<file path="src/rtl/cic_ctrl.sv">
// CIC decimator sequencer: flush, fill and run control with clock-enable/strobe outputs.
// Latency: every output is registered; int_ce/dec_stb follow the qualifying din_valid by one cycle.
// Backpressure: none on the sample stream; cfg_ready is low while flushing or filling.
// Optional CIC_CTRL_DROP_EN: adds dout_ready input and a saturating drop_cnt output.
module cic_ctrl #(
    parameter int STAGES        = 3,
    parameter int DIFF_DELAY    = 1,
    parameter int RATIO_WIDTH   = 8,
    parameter int DEFAULT_RATIO = 8,
    parameter int MIN_RATIO     = 2,
    parameter int COMB_LAT      = 3
) (
    input  logic                   clk_in,
    input  logic                   rst,
    input  logic                   en,
    input  logic                   din_valid,
    input  logic [RATIO_WIDTH-1:0] cfg_ratio,
    input  logic                   cfg_valid,
`ifdef CIC_CTRL_DROP_EN
    input  logic                   dout_ready,
    output logic [15:0]            drop_cnt,
`endif
    output logic                   cfg_ready,
    output logic                   cfg_err,
    output logic [RATIO_WIDTH-1:0] active_ratio,
    output logic                   cic_rst,
    output logic                   int_ce,
    output logic                   dec_stb,
    output logic                   dout_valid,
    output logic [1:0]             state
);

    localparam logic [1:0] S_IDLE  = 2'd0;
    localparam logic [1:0] S_FLUSH = 2'd1;
    localparam logic [1:0] S_FILL  = 2'd2;
    localparam logic [1:0] S_RUN   = 2'd3;

    localparam int FLUSH_LEN = STAGES + 2;
    localparam int FCW       = $clog2(FLUSH_LEN + 1);
    localparam int FILL_STB  = STAGES * DIFF_DELAY;
    localparam int SCW       = $clog2(FILL_STB + 1);

    logic [1:0]             state_nx;
    logic [FCW-1:0]         flush_cnt;
    logic [SCW-1:0]         stb_cnt;
    logic [RATIO_WIDTH-1:0] phase;
    logic [COMB_LAT-1:0]    dly;

    logic                   cfg_acc;
    logic                   cfg_legal;
    logic                   phase_wrap;
    logic                   counting;
    logic                   int_ce_nx;
    logic                   dec_stb_nx;
    logic                   cic_rst_nx;
    logic                   cfg_ready_nx;
    logic                   cfg_err_nx;
    logic [COMB_LAT-1:0]    dly_nx;

    assign cfg_acc    = cfg_valid && cfg_ready;
    assign cfg_legal  = cfg_ratio >= RATIO_WIDTH'(MIN_RATIO);
    assign phase_wrap = (phase == active_ratio - 1'b1);
    assign dout_valid = dly[COMB_LAT-1];

    // Next-state: en=0 always returns to IDLE; a cfg accept in IDLE holds IDLE for that cycle.
    always_comb begin
        state_nx = state;
        case (state)
            S_IDLE: begin
                if (cfg_acc)  state_nx = S_IDLE;
                else if (en)  state_nx = S_FLUSH;
            end
            S_FLUSH: begin
                if (!en)                                    state_nx = S_IDLE;
                else if (flush_cnt == FCW'(FLUSH_LEN - 1))  state_nx = S_FILL;
            end
            S_FILL: begin
                if (!en)                                          state_nx = S_IDLE;
                else if (dec_stb && stb_cnt == SCW'(FILL_STB - 1)) state_nx = S_RUN;
            end
            default: begin
                if (!en)                       state_nx = S_IDLE;
                else if (cfg_acc && cfg_legal) state_nx = S_FLUSH;
            end
        endcase
    end

    // Output decode: values the output registers take on the next edge.
    always_comb begin
        counting     = (state == S_FILL || state == S_RUN) &&
                       (state_nx == S_FILL || state_nx == S_RUN);
        int_ce_nx    = counting && din_valid;
        dec_stb_nx   = counting && din_valid && phase_wrap;
        cic_rst_nx   = (state_nx == S_IDLE) || (state_nx == S_FLUSH);
        cfg_ready_nx = (state_nx == S_IDLE) || (state_nx == S_RUN);
        cfg_err_nx   = cfg_acc && !cfg_legal;
        // Strobes only enter the comb delay line while staying in RUN; any exit empties it.
        dly_nx       = '0;
        if (state == S_RUN && state_nx == S_RUN)
            dly_nx = (dly << 1) | COMB_LAT'(dec_stb);
    end

    // State, counters and registered outputs.
    always_ff @(posedge clk_in) begin
        if (rst) begin
            state        <= S_IDLE;
            active_ratio <= RATIO_WIDTH'(DEFAULT_RATIO);
            cic_rst      <= 1'b1;
            cfg_ready    <= 1'b1;
            cfg_err      <= 1'b0;
            int_ce       <= 1'b0;
            dec_stb      <= 1'b0;
            dly          <= '0;
            flush_cnt    <= '0;
            stb_cnt      <= '0;
            phase        <= '0;
        end else begin
            state     <= state_nx;
            cic_rst   <= cic_rst_nx;
            cfg_ready <= cfg_ready_nx;
            cfg_err   <= cfg_err_nx;
            int_ce    <= int_ce_nx;
            dec_stb   <= dec_stb_nx;
            dly       <= dly_nx;

            if (cfg_acc && cfg_legal)
                active_ratio <= cfg_ratio;

            flush_cnt <= (state == S_FLUSH) ? flush_cnt + 1'b1 : '0;

            if (state != S_FILL)
                stb_cnt <= '0;
            else if (dec_stb)
                stb_cnt <= stb_cnt + 1'b1;

            // Ratio only changes through FLUSH/IDLE, so the phase never sees a mid-period change.
            if (!counting)
                phase <= '0;
            else if (din_valid)
                phase <= phase_wrap ? '0 : phase + 1'b1;
        end
    end

`ifdef CIC_CTRL_DROP_EN
    // Count output samples refused downstream; restart the count on each flush.
    always_ff @(posedge clk_in) begin
        if (rst)
            drop_cnt <= '0;
        else if (state_nx == S_FLUSH && state != S_FLUSH)
            drop_cnt <= '0;
        else if (dout_valid && !dout_ready && drop_cnt != 16'hFFFF)
            drop_cnt <= drop_cnt + 1'b1;
    end
`endif

endmodule

</file>
<file path="config.mk">
export PLATFORM = sky130hd
export DESIGN_NAME = cic_ctrl
export DESIGN_NICKNAME = d
export VERILOG_FILES = /design/src/rtl/cic_ctrl.sv
export SDC_FILE = /design/constraint.sdc
export NUM_CORES = 1
export LEC_CHECK = 0
export ABC_AREA = 1
export BUFFER_PORTS_ARGS = -buffer_cell sky130_fd_sc_hd__buf_2
export CORE_MARGIN = 2
export CORE_UTILIZATION = 35
export CTS_CLUSTER_DIAMETER = 200
export DETAILED_ROUTE_END_ITERATION = 8
export SLEW_MARGIN = 20
export SYNTH_ARGS = -nofsm -noshare
export SYNTH_HDL_FRONTEND = slang
export SYNTH_SLANG_ARGS = --single-unit
</file>
<file path="constraint.sdc">
create_clock -name clk_in -period 2.2 [get_ports clk_in]
set_clock_uncertainty 0.15 [all_clocks]
set_input_delay 0.33 -clock clk_in [delete_from_list [all_inputs] [get_ports clk_in]]
set_output_delay 0.33 -clock clk_in [all_outputs]
set_load 0.02 [all_outputs]
</file>
==> results of run 1 <==
[power breakdown]
part | internal (mW) | switching (mW)
clock network | 0.222 | 0.214
logic | 0.0593 | 0.107
registers | 0.577 | 0.0173
[worst paths after layout]
path,from,to,slack [ns],cells past startpoint
setup / recovery,active_ratio[0],phase[3],0.26,13
hold / removal,cfg_ratio[3],active_ratio[3],0.12,3
setup reg to reg,active_ratio[0],phase[3],0.26,13
hold reg to reg,dly[0],dly[1],0.27,2
[kinds of logic (layout without fill, tap and decap cells)]
kind of cell | count (synthesis) | count (layout) | synth area share (%)
and+or+nand+nor | 116 | 116 | 32.9
xor gates and xnor gates | 10 | 10 | 5.54
AOI/OAI and AO/OA | 20 | 20 | 6.81
adders and majority gates | 6 | 6 | 4.75
buffers and inverters | 45 | 80 | 10.8
DFF | 31 | 31 | 39.3
[stage by stage]
stage | setup slack (ns) | cells | cell area (um2) | utilization, % | power, mW
final | 0.265 | 315 | 1870 | 43.0 | 1.20
after global routing | 0.0209 | 315 | 1870 | 43.0 | 1.26
after CTS | 0.247 | 315 | 1870 | 42.8 | 1.21
after detailed placement | 0.267 | 307 | 1780 | 41.0 | 0.774
after global placement | 0.363 | 307 | 1780 | 41.0 | 0.773
after floorplan | 0.282 | 228 | 1580 | - | 0.719
[cell usage after synthesis, types with 3 or more instances]
master / count
ha_1: 6
nand2_2: 3
nor3_1: 3
dfxtp_1: 31
o21ai_0: 8
nor2_1: 32
inv_2: 5
nor2_2: 3
a21oi_1: 10
xnor2_1: 3
nand3_1: 18
clkinv_1: 3
inv_1: 35
nand2_1: 52
xor2_1: 7
[flip-flops by register name, indices dropped and copies added, names as in the netlist, 2 cells and up]
signal	cells
state	2
active_ratio	8
phase	8
stb_cnt	2
dly	3
flush_cnt	3
[layer usage]
layer	routed length (um)	vias to the layer above	global-route usage (%)
met5	0	-	0
met4	59	0	6.92
met3	155	7	3.56
met2	1540	28	24.3
met1	1640	638	18.9
li1	-	769	-
[layout make-up]
class	instances	area, um2	area share (%)
multi-input combinational	152	795	42.5
sequential	31	621	33.2
inverter	43	161	8.63
timing repair buffer	29	148	7.89
clock buffer	7	76.3	4.08
tap	52	65.1	3.48
clock inverter	1	5.00	0.268
[worst register-to-register path: cells and delay by family, from the launching register on]
kind | cells | cell delay [ns]
adder cells (fa/ha/maj) | 1 | 0.32
AND/OR/NAND/NOR | 10 | 0.83
flip-flops | 1 | 0.37
buffers and inverters | 2 | 0.15
[repair_timing]
item,4_1_cts,5_1_grt
gates resized for setup,0,1
setup endpoints to repair,0,2
buffers inserted,0,0
==> summary.md, run 1 <==
| Metric | Value |
|---|---|
| Critical Setup Path Class | flip-flop to flip-flop |
| Share of cells above drive strength 1 | 18.6% |
| Gate Count Post-Synth | 228 |
| Yosys cell types | 24 |
| Crit path buffers/inverters | 2 |
| # rows | 24 |
| WP data arrival | 1.97 ns |
| Number of antenna violations at the first check in global routing | 0 |
| CTS Buf Count | 5 |
| Post-synth top area share | 39.3% |
| CTS root buf | clkbuf_8 |
| Vias in the first global route | 1391 |
| Hold Violations, Final | 0 |
| Chip width | 71.2 um |
| Setup violators final | 0 |
| Avg Cell Area, Syn | 6.93 um2 |
| Status | complete, no violations |
| Commonest non-fill, non-tap cell in the layout | nand2_1 |
| CP peak stage delay | 0.37 ns |
| Fraction of registers with async set/reset | 0% |
| Via count | 1442 |
| Slew @ Worst Pin | 0.270 ns |
| Die Height | 71.2 um |
| Startpoint types | flip-flop |
| Synth Net Count | 247 |
| Slowest-stage cell, CP | dfxtp_1 |
| CP cell instances | inv_1 -> ha_1 -> inv_1 -> nand2_1 -> nand2_1 -> nor2_1 -> nand2_1 -> nor2_1 -> nand2_1 -> nor2_1 -> nand3_1 -> nand2_4 -> nor2_1 |
| First-pass GRT wire length | 5.99 mm |
| Clock Path Buffers | 2 |
| Final period util | 88.0% |
| CP delay by family, top | simple AND/OR/NAND/NOR gates |
| Static leakage | 0.886 nW |
| Post-synth EDFFs | 0 |
| Largest net degree at the start of global routing | 14 |
| Hold_ws | 0.121 ns |
| Area growth from synthesis to layout | 18.4% |
| Mapped Area | 1580 um2 |
| Required @ worst endpoint | 2.23 ns |
| Ports | 29 |
| Initial Util | 36.3% |
| Cell Pwr Density | 640 nW/um2 |
| Hold Crit Class | input port to flip-flop |
| GRT overflow | 0 |
| Max cap viols | 0 |
| Starting DRC count in detailed routing | 55 |
| Final #Nets | 281 |
| Cts hold-fix bufs | 0 |
| Dominant synthesized flop cell | dfxtp_1 |
| TritonCTS clock tree | done |
| CTS H-tree lvls | 2 |
| Fill cells | 467 |
| Antenna fix cells | 0 |
| GPL Wtd Cong | 0.806 |
| Core Region | 4350 um2 |
| Setup TNS | 0 ns |
| Slew Viols, Final | 0 |
| Synth area leader | dfxtp_1 |
| Worst-path clk slew | 0.07 ns |
| Antenna viol nets, final | 0 |
| Clk sink count | 31 |
| Detailed placer's ending HPWL | 2.61 mm |
| Crit path time final | 1.94 ns |
| Drt total wl | 3.40 mm |
| Crit-path max FO | 7 |
| PortBufs | 28 |
| Pre-antenna DRT Iters | 5 |
| CP Capture Type | flip-flop |
| Worst VDD drop | 0.356 mV |
| Seq/Total Area, Yosys | 39.3% |
| Drt wl/cell | 10.8 um |
| Residual DRC count | 0 |
| Vias/cell | 4.58 |
| Synthesis Warnings | 0 |
| Clock latency on the worst-skew pair | 0.28 ns |
| Commonest non-fill, non-tap cells in the layout | nand2_1 (52), inv_1 (35), nor2_1 (32) |
| Top cells by area, synth | dfxtp_1 (39%), nand2_1 (12%), inv_1 (8.3%), nor2_1 (7.6%), nand3_1 (5.7%) |
| Fmax | 517 MHz |
| RSZ-0062 raised after global routing | no |
| Register bit count reported by yosys | 31 |
| GRT Util Overall | 15.0% |
| Die area | 5070 um2 |
| Rel. slew slack | 81.8% |
No activity file was read; power rests on OpenSTA's default activity.
==> run 2: changes to the inputs <==
--- a/config.mk
+++ b/config.mk
@@ -5,7 +5,6 @@
 export SDC_FILE = /design/constraint.sdc
 export NUM_CORES = 1
 export LEC_CHECK = 0
-export ABC_AREA = 1
 export BUFFER_PORTS_ARGS = -buffer_cell sky130_fd_sc_hd__buf_2
 export CORE_MARGIN = 2
 export CORE_UTILIZATION = 35
==> summary.md, run 2 <==
| Metric | Value |
|---|---|
| Worst setup margin | 0.0818 ns |
| Largest net degree at the start of global routing | 16 |
| Switching portion of total power | 25.9% |
| Initial Util | 37.0% |
| Worst VDD drop | 0.369 mV |
| RSZ-0062 raised after global routing | yes |
| CP Capture Type | flip-flop |
| Synth area leader | dfxtp_1 |
| CTS root buf | clkbuf_8 |
| Slowest-stage cell, CP | or3b_4 |
| Rel. slew slack | 76.1% |
| Die area | 4830 um2 |
| Critical path endpoint | phase[3] |
| CTS Buf Count | 5 |
| Non-Filler Instances | 254 |
| Startpoint types | flip-flop |
| Chip width | 69.5 um |
| Flop pwr share | 49.1% |
| Antenna viol nets, final | 0 |
| Detailed placer's ending HPWL | 2.41 mm |
| Slew @ Worst Pin | 0.357 ns |
| Fill cells | 394 |
| Most frequent cell after synthesis | dfxtp_1 |
| Storage element area | 623 um2 |
| Hold Violations, Final | 0 |
| Reg-to-reg setup timing slack | 0.08 ns |
| GRT Util Overall | 14.6% |
| Required @ worst endpoint | 2.21 ns |
| CP peak stage delay | 0.39 ns |
| WP data arrival | 2.13 ns |
| Starting DRC count in detailed routing | 44 |
| Clk sink count | 31 |
| First-pass GRT wire length | 5.59 mm |
| Clock Path Buffers | 2 |
| Area growth from synthesis to layout | 26.4% |
| Crit-path max FO | 6 |
| Drt total wl | 3.21 mm |
| Via count | 1266 |
| Worst r2r dst | phase[3] |
| Vias in the first global route | 1240 |
| Seq/Total Area, Yosys | 41.3% |
| Pre-antenna DRT Iters | 4 |
| Dominant synthesized flop cell | dfxtp_1 |
| Gr busiest metal | met2 |
| Crit path time final | 2.12 ns |
| Avg Cell Area, Syn | 9.21 um2 |
| Launch point of the worst path | active_ratio[0] |
| Post-synth top cells | dfxtp_1 (31), nor2_1 (17), nand2_1 (12) |
| Number of antenna violations at the first check in global routing | 0 |
| GPL Wtd Cong | 0.773 |
| Final #Nets | 223 |
| # rows | 23 |
| Post-Place Worst Slack | 0.0234 ns |
| Core Region | 4060 um2 |
| Slew Viols, Final | 0 |
| Final period util | 96.3% |
| Fmax | 472 MHz |
| Setup violators final | 0 |
| Largest regs | active_ratio x8, phase x8 |
| Drt wl/cell | 12.6 um |
| Synthesis Warnings | 0 |
| Fraction of registers with async set/reset | 0% |
| Top cells by area, synth | dfxtp_1 (41%), xor2_1 (5.8%), ha_1 (5.0%), mux2i_1 (4.7%), a211oi_1 (4.5%) |
| Worst-path clk slew | 0.06 ns |
| Comb power frac | 13.9% |
| Setup TNS | 0 ns |
| Residual DRC count | 0 |
| Die Height | 69.5 um |
| CP cell instances | inv_2 -> ha_4 -> or3b_4 -> a211oi_4 -> o21ai_1 -> o32a_4 -> nor2_4 -> a211oi_1 |
| Max cap viols | 0 |
| Post-synth top area share | 41.3% |
| CTS H-tree lvls | 2 |
| Hold Crit Class | input port to flip-flop |
| Met2 GRT Util | 23.0% |
| Critical Setup Path Class | flip-flop to flip-flop |
| Commonest non-fill, non-tap cell in the layout | dfxtp_1 |
| Static leakage | 0.804 nW |
| Yosys cell types | 38 |
| Global routing usage on met1 | 18.1% |
| GRT overflow | 0 |
| Commonest non-fill, non-tap cells in the layout | dfxtp_1 (29), buf_2 (28), nor2_1 (17) |
| PnR Total Power | 1.21 mW |
| Reg2Reg Launch Point | active_ratio[0] |
| Vias/cell | 4.98 |
| Mapped Area | 1500 um2 |
| Cell Pwr Density | 636 nW/um2 |
| Cell Int Power | 893 uW |
| DP Cell Count | 247 |
| Multi-input gate area | 876 um2 |
| Post-synth EDFFs | 0 |
| M3 GR Usage | 4.36% |
| Antenna fix cells | 0 |
| PortBufs | 28 |
| TritonCTS clock tree | done |
| Synth Net Count | 182 |
| Clk pwr share | 37.0% |
| Final Util | 46.8% |
| Clock latency on the worst-skew pair | 0.28 ns |
| Status | complete, no violations |
| Net Switching | 313 uW |
| Share of cells above drive strength 1 | 30.4% |
| Ports | 29 |
| Gate Count Post-Synth | 163 |
| Register bit count reported by yosys | 31 |
| Cell count of the worst reg-to-reg path | 8 |
run 2: cell types whose count changed in the layout (fill, tap and decap cells not counted), sizes merged, moves of 5 or more:
cell	change
o21ai	-5
mux2i	+7
nand2	-43
nand3	-17
a21oi	-5
nor2	-17
a211oi	+10
inv	-29
buf	+8
run 2: through the flow:
step                hold WS, ns  area [um2]
finish                    0.150        1900
global route              0.156        1900
CTS                       0.145        1860
detailed placement        0.271        1780
global placement          0.268        1780
floorplan                 0.252        1520
run 2: cells by family (layout without fill, tap and decap cells):
kind of cell / after synthesis / count (layout) / share of synthesized area (%)
and+or+nand+nor: 57 / 57 / 19.5
buffers and inverters: 14 / 55 / 3.50
DFF: 31 / 31 / 41.3
xor gates and xnor gates: 17 / 17 / 9.92
AOI/OAI and AO/OA: 31 / 31 / 16.1
muxes: 7 / 7 / 4.67
adders and majority gates: 6 / 6 / 5.00
run 2: critical path, delay by kind of cell, from the launching register on:
family                     cells  cell delay, ns
adders and majority gates      1            0.14
AOI/OAI and AO/OA              4            0.77
buffers and inverters          1            0.06
DFF                            1            0.32
and+or+nand+nor                2            0.55
run 2: worst min-delay path by stage:
| stage | from | to | slack, ns | cells past startpoint |
|---|---|---|---|---|
| 4_1_cts | cfg_ratio[4] | active_ratio[4] | 0.15 | 3 |
| 3_3_place_gp | dly[0] | dly[1] | 0.27 | 1 |
| 2_1_floorplan | rst | state[0] | 0.25 | 1 |
| 5_1_grt | cfg_ratio[6] | active_ratio[6] | 0.16 | 3 |
| 3_5_place_dp | dly[1] | dly[2] | 0.27 | 1 |
| 6_report | cfg_ratio[4] | active_ratio[4] | 0.15 | 3 |
run 2: timing repair:
item,4_1_cts,5_1_grt
endpoints found under the setup margin,6,9
pin swaps,3,1
hold buffers,0,0
endpoints found under the hold margin,0,0
setup buffers,0,0
resized for setup,0,9
run 2: routing by layer:
metal  part of all wire, %  vias to the layer above
met5                     0                        -
met4                   2.2                        0
met3                   3.6                        7
met2                    47                       20
met1                    48                      579
li1                      -                      660
run 2: power by group through the flow:
stage	Clock (mW)	Combinational [mW]	Sequential [mW]
2_1_floorplan	0	0.0883	0.615
3_3_place_gp	0	0.158	0.603
3_5_place_dp	0	0.158	0.604
4_1_cts	0.461	0.160	0.591
5_1_grt	0.486	0.186	0.595
6_report	0.446	0.168	0.592
run 2: area by class of cell:
class	count	share of cell area (%)
multi-input combinational	118	46.1
sequential	31	32.8
timing repair buffer	37	10.9
clock buffer	6	4.35
tap	50	3.30
inverter	11	2.18
clock inverter	1	0.264
